--- config.mk ---
export PLATFORM = sky130hd
export DESIGN_NAME = serial_receiver_flat
export DESIGN_NICKNAME = d
export VERILOG_FILES = /design/src/rtl/serial_receiver_pkg.sv /design/src/rtl/serial_rx_if.sv /design/src/rtl/serial_rx_fifo.sv /design/src/rtl/serial_receiver.sv /design/src/flat_wrapper.sv
export SDC_FILE = /design/constraint.sdc
export NUM_CORES = 1
export LEC_CHECK = 0
export CAP_MARGIN = 20
export CORE_UTILIZATION = 50
export CTS_CLUSTER_DIAMETER = 40
export DETAILED_ROUTE_END_ITERATION = 10
export PLACE_DENSITY = 0.74
export SLEW_MARGIN = 20
export SYNTH_ARGS = -nofsm -noshare
export SYNTH_HDL_FRONTEND = slang
export SYNTH_SLANG_ARGS = --single-unit
--- constraint.sdc ---
create_clock -name clk -period 3.51 [get_ports clk]
set_clock_uncertainty 0.2 [all_clocks]
set_input_delay 0.351 -clock clk [delete_from_list [all_inputs] [get_ports clk]]
set_output_delay 0.351 -clock clk [all_outputs]
set_load 0.005 [all_outputs]
--- src/rtl/serial_receiver_pkg.sv ---
// Shared types and default constants for the CPLD UART receive path.
//   Bit_t / Byte_t  : scalar and byte-wide data types used on the CPLD pins
//   rx_state_t      : receive FSM state encoding
//   SERIAL_RX_*     : default FIFO depth and read-strobe width
package serial_receiver_pkg;

    typedef logic       Bit_t;
    typedef logic [7:0] Byte_t;

    typedef enum logic [1:0] {
        IDLE,
        READ,
        WAIT_CLR
    } rx_state_t;

    localparam int unsigned SERIAL_RX_FIFO_DEPTH = 4;
    localparam int unsigned SERIAL_RX_RD_PULSE   = 2;

endpackage

--- src/rtl/serial_rx_if.sv ---
// CPU-side receive bus of serial_receiver.
//   rx_valid  : FIFO not empty
//   rx_data   : FIFO head byte, valid while rx_valid
//   rx_pop    : consume the head byte (ignored when rx_valid is 0)
//   rx_count  : current number of FIFO entries
//   rx_full   : rx_count == FIFO_DEPTH
// master = receiver side, slave = CPU side.
interface serial_rx_if #(
    parameter int unsigned FIFO_DEPTH = serial_receiver_pkg::SERIAL_RX_FIFO_DEPTH
);
    import serial_receiver_pkg::*;

    localparam int unsigned CountW = $clog2(FIFO_DEPTH) + 1;

    Bit_t              rx_valid;
    Byte_t             rx_data;
    Bit_t              rx_pop;
    logic [CountW-1:0] rx_count;
    Bit_t              rx_full;

    modport master (
        output rx_valid,
        output rx_data,
        output rx_count,
        output rx_full,
        input  rx_pop
    );

    modport slave (
        input  rx_valid,
        input  rx_data,
        input  rx_count,
        input  rx_full,
        output rx_pop
    );

endinterface

--- src/rtl/serial_rx_fifo.sv ---
// Registered circular-buffer FIFO for received bytes.
//   clk, rst  : clock, asynchronous active-high reset (clears storage too)
//   push      : write push_data at the tail
//   push_data : byte to store
//   pop       : drop the head entry (ignored when empty)
//   head      : storage word at the read pointer (combinational)
//   count     : number of stored entries
//   full      : count == DEPTH
//   empty     : count == 0
module serial_rx_fifo #(
    parameter int unsigned DEPTH = 4,
    parameter int unsigned WIDTH = 8
) (
    input  logic                     clk,
    input  logic                     rst,
    input  logic                     push,
    input  logic [WIDTH-1:0]         push_data,
    input  logic                     pop,
    output logic [WIDTH-1:0]         head,
    output logic [$clog2(DEPTH):0]   count,
    output logic                     full,
    output logic                     empty
);
    localparam int unsigned PtrW = $clog2(DEPTH);

    logic [WIDTH-1:0] mem_q [DEPTH];
    logic [PtrW-1:0]  wr_ptr_q;
    logic [PtrW-1:0]  rd_ptr_q;
    logic [PtrW:0]    count_q;
    logic             do_push;
    logic             do_pop;

    assign empty   = (count_q == '0);
    assign full    = (count_q == (PtrW + 1)'(DEPTH));
    assign do_pop  = pop && !empty;
    // A push into a full FIFO is only accepted when a pop frees the slot in the same cycle.
    assign do_push = push && (!full || do_pop);
    assign head    = mem_q[rd_ptr_q];
    assign count   = count_q;

    always_ff @(posedge clk or posedge rst) begin
        if (rst) begin
            for (int unsigned i = 0; i < DEPTH; i++) begin
                mem_q[i] <= '0;
            end
            wr_ptr_q <= '0;
            rd_ptr_q <= '0;
            count_q  <= '0;
        end else begin
            if (do_push) begin
                mem_q[wr_ptr_q] <= push_data;
                wr_ptr_q        <= wr_ptr_q + PtrW'(1);
            end
            if (do_pop) begin
                rd_ptr_q <= rd_ptr_q + PtrW'(1);
            end
            case ({do_push, do_pop})
                2'b10:   count_q <= count_q + (PtrW + 1)'(1);
                2'b01:   count_q <= count_q - (PtrW + 1)'(1);
                default: count_q <= count_q;
            endcase
        end
    end

endmodule

--- src/rtl/serial_receiver.sv ---
// Receive side of the CPLD-hosted UART: waits for dataready, strobes uart_rdn low for
// RD_PULSE_CYCLES cycles, samples uart_data into a FIFO that the CPU pops.
//   clk, rst        : clock, asynchronous active-high reset
//   uart_rdn        : CPLD read strobe, active low (registered, reset to 1)
//   uart_dataready  : CPLD has a byte; asynchronous, synchronized here
//   uart_data       : CPLD data pins (sampled only)
//   tx_busy         : transmitter owns the data pins; blocks the start of a read
//   bus             : CPU-side receive bus (serial_rx_if master)
module serial_receiver
    import serial_receiver_pkg::*;
#(
    parameter int unsigned FIFO_DEPTH      = SERIAL_RX_FIFO_DEPTH,
    parameter int unsigned RD_PULSE_CYCLES = SERIAL_RX_RD_PULSE
) (
    input  Bit_t             clk,
    input  Bit_t             rst,
    output Bit_t             uart_rdn,
    input  Bit_t             uart_dataready,
    input  Byte_t            uart_data,
    input  Bit_t             tx_busy,
    serial_rx_if.master      bus
);
    localparam int unsigned CntW = $clog2(RD_PULSE_CYCLES + 1);

    logic [1:0]      sync_q;
    Bit_t            dr_s;
    rx_state_t       state_q, state_d;
    logic [CntW-1:0] cnt_q, cnt_d;
    Bit_t            rdn_q, rdn_d;
    Bit_t            fifo_push;
    Bit_t            fifo_full;
    Bit_t            fifo_empty;

    assign dr_s     = sync_q[1];
    assign uart_rdn = rdn_q;

    always_ff @(posedge clk or posedge rst) begin
        if (rst) begin
            sync_q  <= '0;
            state_q <= IDLE;
            cnt_q   <= '0;
            rdn_q   <= 1'b1;
        end else begin
            sync_q  <= {sync_q[0], uart_dataready};
            state_q <= state_d;
            cnt_q   <= cnt_d;
            rdn_q   <= rdn_d;
        end
    end

    always_comb begin
        state_d   = state_q;
        cnt_d     = cnt_q;
        rdn_d     = rdn_q;
        fifo_push = 1'b0;
        unique case (state_q)
            IDLE: begin
                // A full FIFO leaves the byte in the CPLD rather than overrunning.
                if (dr_s && !tx_busy && !fifo_full) begin
                    rdn_d   = 1'b0;
                    cnt_d   = CntW'(RD_PULSE_CYCLES - 1);
                    state_d = READ;
                end
            end
            READ: begin
                // tx_busy is deliberately ignored here; the read always completes.
                if (cnt_q == '0) begin
                    fifo_push = 1'b1;
                    rdn_d     = 1'b1;
                    state_d   = WAIT_CLR;
                end else begin
                    cnt_d = cnt_q - CntW'(1);
                end
            end
            WAIT_CLR: begin
                // Wait for dataready to drop so one byte is never read twice.
                if (!dr_s) begin
                    state_d = IDLE;
                end
            end
            default: begin
                rdn_d   = 1'b1;
                state_d = IDLE;
            end
        endcase
    end

    serial_rx_fifo #(
        .DEPTH (FIFO_DEPTH),
        .WIDTH (8)
    ) u_fifo (
        .clk       (clk),
        .rst       (rst),
        .push      (fifo_push),
        .push_data (uart_data),
        .pop       (bus.rx_pop),
        .head      (bus.rx_data),
        .count     (bus.rx_count),
        .full      (fifo_full),
        .empty     (fifo_empty)
    );

    assign bus.rx_valid = !fifo_empty;
    assign bus.rx_full  = fifo_full;

endmodule

--- src/flat_wrapper.sv ---
// flat-port wrapper written by rule: the top's interface ports become plain ports
module serial_receiver_flat import serial_receiver_pkg::*;
#(
    parameter int unsigned FIFO_DEPTH      = SERIAL_RX_FIFO_DEPTH,
    parameter int unsigned RD_PULSE_CYCLES = SERIAL_RX_RD_PULSE
)
  (clk, rst, uart_rdn, uart_dataready, uart_data, tx_busy, bus_rx_valid, bus_rx_data, bus_rx_count, bus_rx_full, bus_rx_pop);
  serial_rx_if #(.FIFO_DEPTH(FIFO_DEPTH)) bus_i ();
  input  Bit_t clk;
  input  Bit_t rst;
  output Bit_t uart_rdn;
  input  Bit_t uart_dataready;
  input  Byte_t uart_data;
  input  Bit_t tx_busy;
  output wire logic [$bits(bus_i.rx_valid)-1:0] bus_rx_valid;
  output wire logic [$bits(bus_i.rx_data)-1:0] bus_rx_data;
  output wire logic [$bits(bus_i.rx_count)-1:0] bus_rx_count;
  output wire logic [$bits(bus_i.rx_full)-1:0] bus_rx_full;
  input wire logic [$bits(bus_i.rx_pop)-1:0] bus_rx_pop;
  assign bus_rx_valid = bus_i.rx_valid;
  assign bus_rx_data = bus_i.rx_data;
  assign bus_rx_count = bus_i.rx_count;
  assign bus_rx_full = bus_i.rx_full;
  assign bus_i.rx_pop = bus_rx_pop;
  serial_receiver #(.FIFO_DEPTH(FIFO_DEPTH), .RD_PULSE_CYCLES(RD_PULSE_CYCLES)) u_core (.clk(clk), .rst(rst), .uart_rdn(uart_rdn), .uart_dataready(uart_dataready), .uart_data(uart_data), .tx_busy(tx_busy), .bus(bus_i));
endmodule
## Word level (Yosys, flattened, before mapping)

Index checks and enable logic that the tools add are counted.

- Register bits: 46
- Output and inout port bits: 14

- Add/subtract/negate cells: 5
- $lt $le $gt $ge: 3
- Equal/unequal tests: 9
- Mux-type cells: 18
- Bitwise operators: 3
- Reductions and logical operators: 17

Operator list:

| cell | count |
|---|---|
| $bwmux W32 | 1 |
| $mux W8 | 3 |
| $bmux W8 S2 | 1 |
| $demux W8 S2 | 1 |
| $reduce_and A3 Y1 | 3 |
| $mux W2 | 4 |
| $ge A3 B3 Y1 const B | 2 |
| $not A2 Y3 | 2 |
| $pmux W2 S3 | 1 |
| $pmux W3 S2 | 1 |
| $logic_and A1 B1 Y1 | 5 |
| $add A2 B1 Y2 const B | 2 |
| $eq A2 B1 Y1 const B | 2 |
| $eq A2 B2 Y1 const B | 2 |
| $logic_not A2 Y1 | 2 |
| $mux W1 | 4 |
| $ne A2 B1 Y1 const B | 2 |
| $ne A2 B2 Y1 const B | 2 |
| $pmux W2 S2 | 1 |
| $reduce_bool A2 Y1 | 2 |
| $add A3 B1 Y3 const B | 1 |
| $eq A3 B3 Y1 const B | 1 |
| $logic_not A1 Y1 | 3 |
| $logic_not A3 Y1 | 1 |
| 6 further kinds | 6 |

## Depth between registers and ports, before layout

Gate-level depths: netlist (run 1).

- Depth in word-level cells: 7
- Depth in mapped cells: 12
- Mapped depth without buffers: 11

## By module

From an unflattened synthesis (run 1), not the netlist that was laid out.

- Cells, all modules: 146
- Area total of the unflattened synthesis: 2125.8 µm²

By module, submodules not included:

| module | times used | cells an instance | area each (µm²) | sequential area each (µm²) |
|---|---|---|---|---|
| serial_rx_fifo | 1 | 116 | 1805.5 | 975.9 |
| serial_receiver | 1 | 30 | 320.3 | 176.4 |

## Least setup slack after synthesis (run 1)

OpenSTA, ideal clock, no wires.

- Kind: flip-flop to flip-flop
- Start: register u_core.u_fifo.count_q[0], in the netlist u_core.u_fifo.count[0]
- End: register u_core.u_fifo.count_q[2], in the netlist u_core.u_fifo.count[2]
- Library setup time: 0.079 ns
- Arrival time: 2.260 ns
- Required time: 3.231 ns
- Path slack: 0.971 ns
- Stages on the path, launching flop included: 11
- Path buffers: 1
- Period minus slack after synthesis: 2.539 ns
- Cells stage by stage: dfrtp_1 > or4b_4 > buf_6 > and2_1 > inv_1 > ha_1 > inv_1 > fa_1 > xor2_1 > nor2_1 > xor2_1

- Cells in the longest elaborated chain, start to end: 7
- Elaborated cells between the ends (all ways): 13

RTL lines:

| what | line | text |
|---|---|---|
| start, declared | serial_rx_fifo.sv:29 | `logic [PtrW:0] count_q;` |
| start signal, assigned | serial_rx_fifo.sv:58 | `2'b10: count_q <= count_q + (PtrW + 1)'(1);` |
| start signal, assigned | serial_rx_fifo.sv:59 | `2'b01: count_q <= count_q - (PtrW + 1)'(1);` |
| start signal, assigned | serial_rx_fifo.sv:60 | `default: count_q <= count_q;` |
| $logic_not A3 Y1 | serial_rx_fifo.sv:33 | `assign empty = (count_q == '0);` |
| $logic_not A1 Y1 | serial_rx_fifo.sv:35 | `assign do_pop = pop && !empty;` |
| $logic_and A1 B1 Y1 | serial_rx_fifo.sv:35 |  |
| $logic_or A1 B1 Y1 | serial_rx_fifo.sv:37 | `assign do_push = push && (!full \|\| do_pop);` |
| $logic_and A1 B1 Y1 | serial_rx_fifo.sv:37 |  |
| $eq A2 B1 Y1 or $eq A2 B2 Y1 (tied branches) | serial_rx_fifo.sv:57 | `case ({do_push, do_pop})` |
| $pmux W3 S2 or $reduce_bool A2 Y1 (tied branches) | -- |  |

Several ways; a longest one is shown, not always the timed one.
A chain may end at the register's enable or synchronous reset.

## Final worst setup path (run 1)

- Start: register u_core.u_fifo.rd_ptr_q[0]
- End: output bus_rx_data[5]

- Cells in the longest elaborated chain, start to end: 4

RTL lines:

| what | line | text |
|---|---|---|
| start, declared | serial_rx_fifo.sv:28 | `logic [PtrW-1:0] rd_ptr_q;` |
| start signal, assigned | serial_rx_fifo.sv:55 | `rd_ptr_q <= rd_ptr_q + PtrW'(1);` |
| $not A2 Y3 (not written as such) | serial_rx_fifo.sv:38 | `assign head = mem_q[rd_ptr_q];` |
| $bmux W8 S2 | serial_rx_fifo.sv:38 |  |
| $mux W8 (not written as such) (2 in series) | serial_rx_fifo.sv:38 |  |
| end, declared | flat_wrapper.sv:16 | `output wire logic [$bits(bus_i.rx_data)-1:0] bus_rx_data;` |

Every way passes these cells. The select of a mux whose other input is x is not followed.

==> flow_metrics.env, run 1 <==
export IMPL_crit_arrival_ps=2110
export IMPL_vias_per_cell=5.54
export IMPL_post_cts_setup_buffers=0
export IMPL_setup_violations=0
export IMPL_die_area_sq_mm=0.00462
export IMPL_io_pins=27
export IMPL_rr_startpoint="u_core.cnt_q[0]"
export IMPL_placed_area_sq_mm=0.00247
export IMPL_cp_start_kind="flop"
export IMPL_synth_simple_area_share_pct=6.43
export IMPL_power_leakage_nw=1.15
export IMPL_coreArea_sq_mm=0.00409
export IMPL_path_clk_slew_ps=80
export IMPL_grt_max_degree=25
export IMPL_synth_top_area_share_pct=51.7
export IMPL_r2r_end="u_core.u_fifo.count[2]"
export IMPL_synthMuxAreaShare_pct=26.7
export IMPL_rrSetupSlack_ps=860
export IMPL_vdd_drop_max_v=0.000583
export IMPL_slew_viol_final=0
export IMPL_synth_ff_type="dfrtp_1"
export IMPL_synth_area_leader_cell="dfrtp_1"
export IMPL_holdCritStartpoint="u_core.sync_q[0]"
export IMPL_synth_top_family_by_area="multiplexers"
export IMPL_cts_tree="built"
export IMPL_drc_errors=0
export IMPL_cp_num_cells=2
export IMPL_cap_viol_max_count=0
export IMPL_worst_pin_slew_ps=780
export IMPL_power_density_mw_per_mm2=921
export IMPL_wirelength_mm=3.92
export IMPL_start_util_pct=53.3
export IMPL_die_y_microns=68.0
export IMPL_drtAntennaViolNets=0
export IMPL_status="complete, no violations"
export IMPL_period_share_pct=75.7
export IMPL_critPathBufInv=1
export IMPL_synth_commonest_cells="dfrtp_1, mux2_2, inv_1"
export IMPL_synth_compound_area_share_pct=3.56
export IMPL_fin_crit_ps=2660
export IMPL_diodes=0
export IMPL_final_area_sq_mm=0.00258
export IMPL_cts_sinks=46
export IMPL_fin_tns_setup_ps=0
export IMPL_cp_top_family="flip-flops"
export IMPL_ctsResizeCount=0
export IMPL_holdPathStages=0
export IMPL_maxSlewHeadroom_pct=47.7
export IMPL_cts_root_buf="clkbuf_8"
export IMPL_clkLatencyLatePin_ps=300
export IMPL_yosysMostFrequentCell="dfrtp_1"
export IMPL_rr_worst_depth=11
export IMPL_synth_xor_area_share_pct=2.41
export IMPL_ctsHtreeMaxLevel=2
export IMPL_dr_pass1_iters=5
export IMPL_dp_hpwl_mm=2.66
export IMPL_layout_drive_gt1_share_pct=32.0
export IMPL_overflow=0
export IMPL_synth_cell_types=36
export IMPL_drt_wirelength_per_cell_microns=17.4
export IMPL_path_cells="mux4_2, clkdlybuf4s50_1"
export IMPL_grt_setup_unrepaired="false"
export IMPL_synth_edf_count=0
export IMPL_hold_viol=0
export IMPL_die_x_microns=68.0
export IMPL_numCtsBuffers=5
export IMPL_synthCells=147
export IMPL_ys_warn_count=0
export IMPL_synthToLayoutAreaGrowth_pct=18.3
export IMPL_path_class="reg2out"
export IMPL_yosys_register_bits=46
export IMPL_synthArstFlopShare_pct=100
export IMPL_hold_path_class="reg2reg"
export IMPL_crit_path_max_fanout=10
export IMPL_synthAdderAreaFrac_pct=4.37
export IMPL_cp_required_ps=2960
export IMPL_drt_iter0_drc=37
export IMPL_cp_end_kind="output port"
export IMPL_vias=1246
export IMPL_grt_pass1_wl_mm=6.44
export IMPL_num_nets_final=194
export IMPL_clock_path_buffers=2
export IMPL_gp_congestion=0.733
export IMPL_grt_pass1_vias=1293
export IMPL_syn_nets=167
export IMPL_grtUsageTotal_pct=19.9
export IMPL_synth_area_sq_mm=0.00218
export IMPL_worst_path_largest_cell_delay_ps=750
export IMPL_io_buffer_count=26
export IMPL_ys_seq_area_share_pct=52.9
export IMPL_avgSynthCellArea_sq_um=14.8
export IMPL_holdPathEnd="u_core.sync_q[1]"
export IMPL_timing_critical_path_slowest_stage_cell="dfrtp_1"
export IMPL_fmax_ghz=0.376
export IMPL_synth_area_leaders="dfrtp_1, mux2_2, mux4_2"
export IMPL_antenna_found_initial=0
export IMPL_cts_hold_buf=0
export IMPL_rows=23
## cells in the final DEF, fill, tap and decap left out, types with 2 or more instances in the layout
cell type / n
nand3_2: 3
mux4_2: 8
mux2_4: 8
mux2_2: 24
nor3b_1: 2
nor2_1: 3
clkbuf_8: 5
ha_1: 6
nand2_1: 2
inv_1: 9
nor3_1: 2
and3b_1: 2
xor2_1: 3
dfrtp_1: 45
clkdlybuf4s50_1: 26
xnor2_1: 3
## sequential cells by signal (all words and copies together) (netlist names)
signal                  flops
u_core.u_fifo.mem_q        32
u_core.u_fifo.count         3
u_core.cnt_q                2
u_core.state_q              2
u_core.sync_q               2
u_core.u_fifo.rd_ptr_q      2
u_core.u_fifo.wr_ptr_q      2
u_core.uart_rdn             1
## area by class of cell
type / instances / area, sq um
clock inverter: 2 / 37.5
sequential: 46 / 1150
multi-input combinational: 84 / 946
tap: 50 / 62.6
timing repair buffer: 27 / 268
clock buffer: 6 / 72.6
inverter: 10 / 37.5
fill: 313 / 1510
## report_power, final
group          internal (mW)  switching [mW]  total, mW
combinational          0.655           0.317      0.972
sequential             0.787           0.225       1.01
clock                  0.212           0.176      0.389
## through the flow
stage	hold slack, ps	power, mW	util [%]	setup slack, ps	std cells
6_report	158	2.37	63.0	853	225
3_5_place_dp	143	1.99	60.3	602	217
3_3_place_gp	134	1.92	60.3	681	217
4_1_cts	161	2.39	63.0	834	225
2_1_floorplan	131	1.61	-	971	147
5_1_grt	165	2.54	63.0	690	225
## cell families (layout without fill, tap and decap cells)
| kind of cell | Yosys count | in the layout |
|---|---|---|
| compound gates | 10 | 10 |
| xor+xnor | 6 | 6 |
| fa+ha+maj | 7 | 7 |
| buf+inv | 17 | 45 |
| flops | 46 | 46 |
| mux | 41 | 41 |
| simple gates | 20 | 20 |
## worst reg2reg max path: stages, from the launching register on
cell	delay [ps]
dfrtp_1	400
inv_1	70
ha_1	260
and3b_1	300
and2_1	230
inv_1	70
ha_1	190
inv_1	70
fa_1	370
xor2_1	150
nor2_1	110
xor2_1	150
## metal layers
layer	vias to the layer above	wire length, microns	track usage (%)
met1	640	1820	26.9
met3	4	133	5.00
met5	-	0	0
met2	22	1920	31.1
li1	580	-	-
met4	0	37	7.03
## worst max-delay path by stage
stage                         startpoint                      to  slack [ps]
2_1_floorplan     u_core.u_fifo.count[0]  u_core.u_fifo.count[2]         970
3_3_place_gp                  bus_rx_pop  u_core.u_fifo.count[2]         680
3_5_place_dp                  bus_rx_pop  u_core.u_fifo.count[2]         600
4_1_cts        u_core.u_fifo.rd_ptr_q[0]          bus_rx_data[5]         830
5_1_grt                  u_core.cnt_q[0]  u_core.u_fifo.count[2]         690
6_report       u_core.u_fifo.rd_ptr_q[0]          bus_rx_data[5]         850
Note: power is estimated with default switching activity, not from simulation.
==> run 2: changes to the inputs <==
clock period = 2.6 ns   (was 3.51 ns; I/O delays follow)
==> run 2 against run 1 <==
  * Register-to-register slack worse by 680 ps
  * Critical path depth rose by 1
  * Cell count is 4.0% higher
  * Flip-flop and latch count stayed put
  * Sequential power rose by 30%
  * Largest cell class unchanged
==> flow_metrics.env, run 2 (synthesized netlist as in run 1, its figures left out) <==
export IMPL_status="complete, no violations"
export IMPL_power_density_mw_per_mm2=1210
export IMPL_multi_input_area_sq_um=951
export IMPL_cts_tree="built"
export IMPL_fin_tns_setup_ps=0
export IMPL_die_y_microns=68.0
export IMPL_slew_viol_final=0
export IMPL_vias_per_cell=5.51
export IMPL_worst_pin_slew_ps=711
export IMPL_drc_errors=0
export IMPL_final_cell_mix="dfrtp_1, clkdlybuf4s50_1, mux2_2"
export IMPL_layout_drive_gt1_share_pct=37.5
export IMPL_fmax_ghz=0.410
export IMPL_r2r_end="u_core.u_fifo.count[2]"
export IMPL_dp_hpwl_mm=2.94
export IMPL_drtAntennaViolNets=0
export IMPL_fillerInstances=296
export IMPL_setup_violations=0
export IMPL_seqCellArea_sq_mm=0.00115
export IMPL_hold_path_class="in2async"
export IMPL_cp_end_kind="output port"
export IMPL_clkLatencyLatePin_ps=290
export IMPL_worst_hold_slack_ps=101
export IMPL_largest_register_ffs=32
export IMPL_numCtsBuffers=5
export IMPL_cp_start_kind="flop"
export IMPL_diodes=0
export IMPL_grt_pass1_wl_mm=6.46
export IMPL_grt_max_degree=29
export IMPL_maxSlewHeadroom_pct=52.3
export IMPL_vdd_drop_max_v=0.000675
export IMPL_cts_hold_buf=0
export IMPL_io_buffer_count=26
export IMPL_die_area_sq_mm=0.00462
export IMPL_hold_viol=0
export IMPL_die_x_microns=68.0
export IMPL_power_leakage_nw=1.19
export IMPL_cap_viol_max_count=0
export IMPL_vias=1289
export IMPL_crit_arrival_ps=1980
export IMPL_fin_crit_ps=2440
export IMPL_synthToLayoutAreaGrowth_pct=21.3
export IMPL_final_common_cell="dfrtp_1"
export IMPL_path_clk_slew_ps=80
export IMPL_cts_root_buf="clkbuf_8"
export IMPL_wirelength_mm=4.09
export IMPL_gp_congestion=0.741
export IMPL_start_util_pct=53.3
export IMPL_clock_path_buffers=2
export IMPL_drt_wirelength_per_cell_microns=17.5
export IMPL_coreArea_sq_mm=0.00409
export IMPL_rrSetupSlack_ps=180
export IMPL_drt_iter0_drc=41
export IMPL_top_register="u_core.u_fifo.mem_q"
export IMPL_rr_startpoint="u_core.u_fifo.count[1]"
export IMPL_dr_pass1_iters=4
export IMPL_path_class="reg2out"
export IMPL_num_nets_final=203
export IMPL_grt_pass1_vias=1345
export IMPL_rr_worst_depth=9
export IMPL_grtUsageTotal_pct=20.2
export IMPL_cp_required_ps=2140
export IMPL_io_pins=27
export IMPL_ctsHtreeMaxLevel=2
export IMPL_grt_setup_unrepaired="false"
export IMPL_crit_path_max_fanout=6
export IMPL_cts_sinks=46
export IMPL_antenna_found_initial=0
export IMPL_rows=23
export IMPL_postLayoutCoreUtil_pct=64.7
export IMPL_overflow=0
export IMPL_period_share_pct=93.8
-- run 2: through the flow --
| stage | cells | area (sq um) | power (mW) | worst slack, ps |
|---|---|---|---|---|
| global placement | 225 | 2540 | 2.66 | -17.5 |
| detailed placement | 225 | 2540 | 2.77 | -78.9 |
| finish | 234 | 2640 | 3.20 | 161 |
| CTS | 233 | 2630 | 3.21 | 126 |
| floorplan | 147 | 2180 | 2.18 | 60.6 |
| global route | 234 | 2640 | 3.43 | 16.6 |
-- run 2: report_power, final --
part	internal (mW)	switching (mW)	total (mW)	leakage, nW
Combinational	0.956	0.501	1.46	0.578
Clock	0.189	0.246	0.435	0.0441
Sequential	1.07	0.242	1.31	0.573
Total	2.21	0.989	3.20	1.19
-- run 2: layout make-up --
| cell class | instances | share of cell area, % |
|---|---|---|
| flip-flops and latches | 46 | 43.7 |
| multi-input cells | 84 | 36.0 |
| repair buffers | 36 | 13.2 |
| clock buffers | 5 | 2.60 |
| well taps | 50 | 2.37 |
| inverters | 10 | 1.42 |
| clock inverters | 3 | 0.805 |
-- run 2: what timing repair did --
item	in CTS	in global routing
resized for setup	0	3
buffers inserted	0	1
endpoints found under the setup margin	0	1
-- run 2: worst max-delay path, cell delays in order (launching register included) --
cell	delay, ps
dfrtp_1	470
buf_4	230
mux4_2	520
clkdlybuf4s50_1	460
-- run 2: how the worst max path moves through the flow --
stage                     depth (start not counted)                     end                      start  slack (ps)
after floorplan                                  10  u_core.u_fifo.count[2]     u_core.u_fifo.count[0]          60
after global placement                           10  u_core.u_fifo.count[2]                 bus_rx_pop         -20
after detailed placement                         10  u_core.u_fifo.count[2]                 bus_rx_pop         -80
after CTS                                         3          bus_rx_data[2]  u_core.u_fifo.rd_ptr_q[0]         130
after global routing                              9  u_core.u_fifo.count[2]     u_core.u_fifo.count[1]          20
final                                             3          bus_rx_data[2]  u_core.u_fifo.rd_ptr_q[0]         160
-- run 2: per-layer routing --
| metal | track usage [%] | vias up | part of all wire, % |
|---|---|---|---|
| met5 | 0 | - | 0 |
| met3 | 6.17 | 6 | 3.4 |
| li1 | - | 598 | - |
| met1 | 24.1 | 660 | 43 |
| met4 | 6.51 | 0 | 0.86 |
| met2 | 34.4 | 25 | 52 |
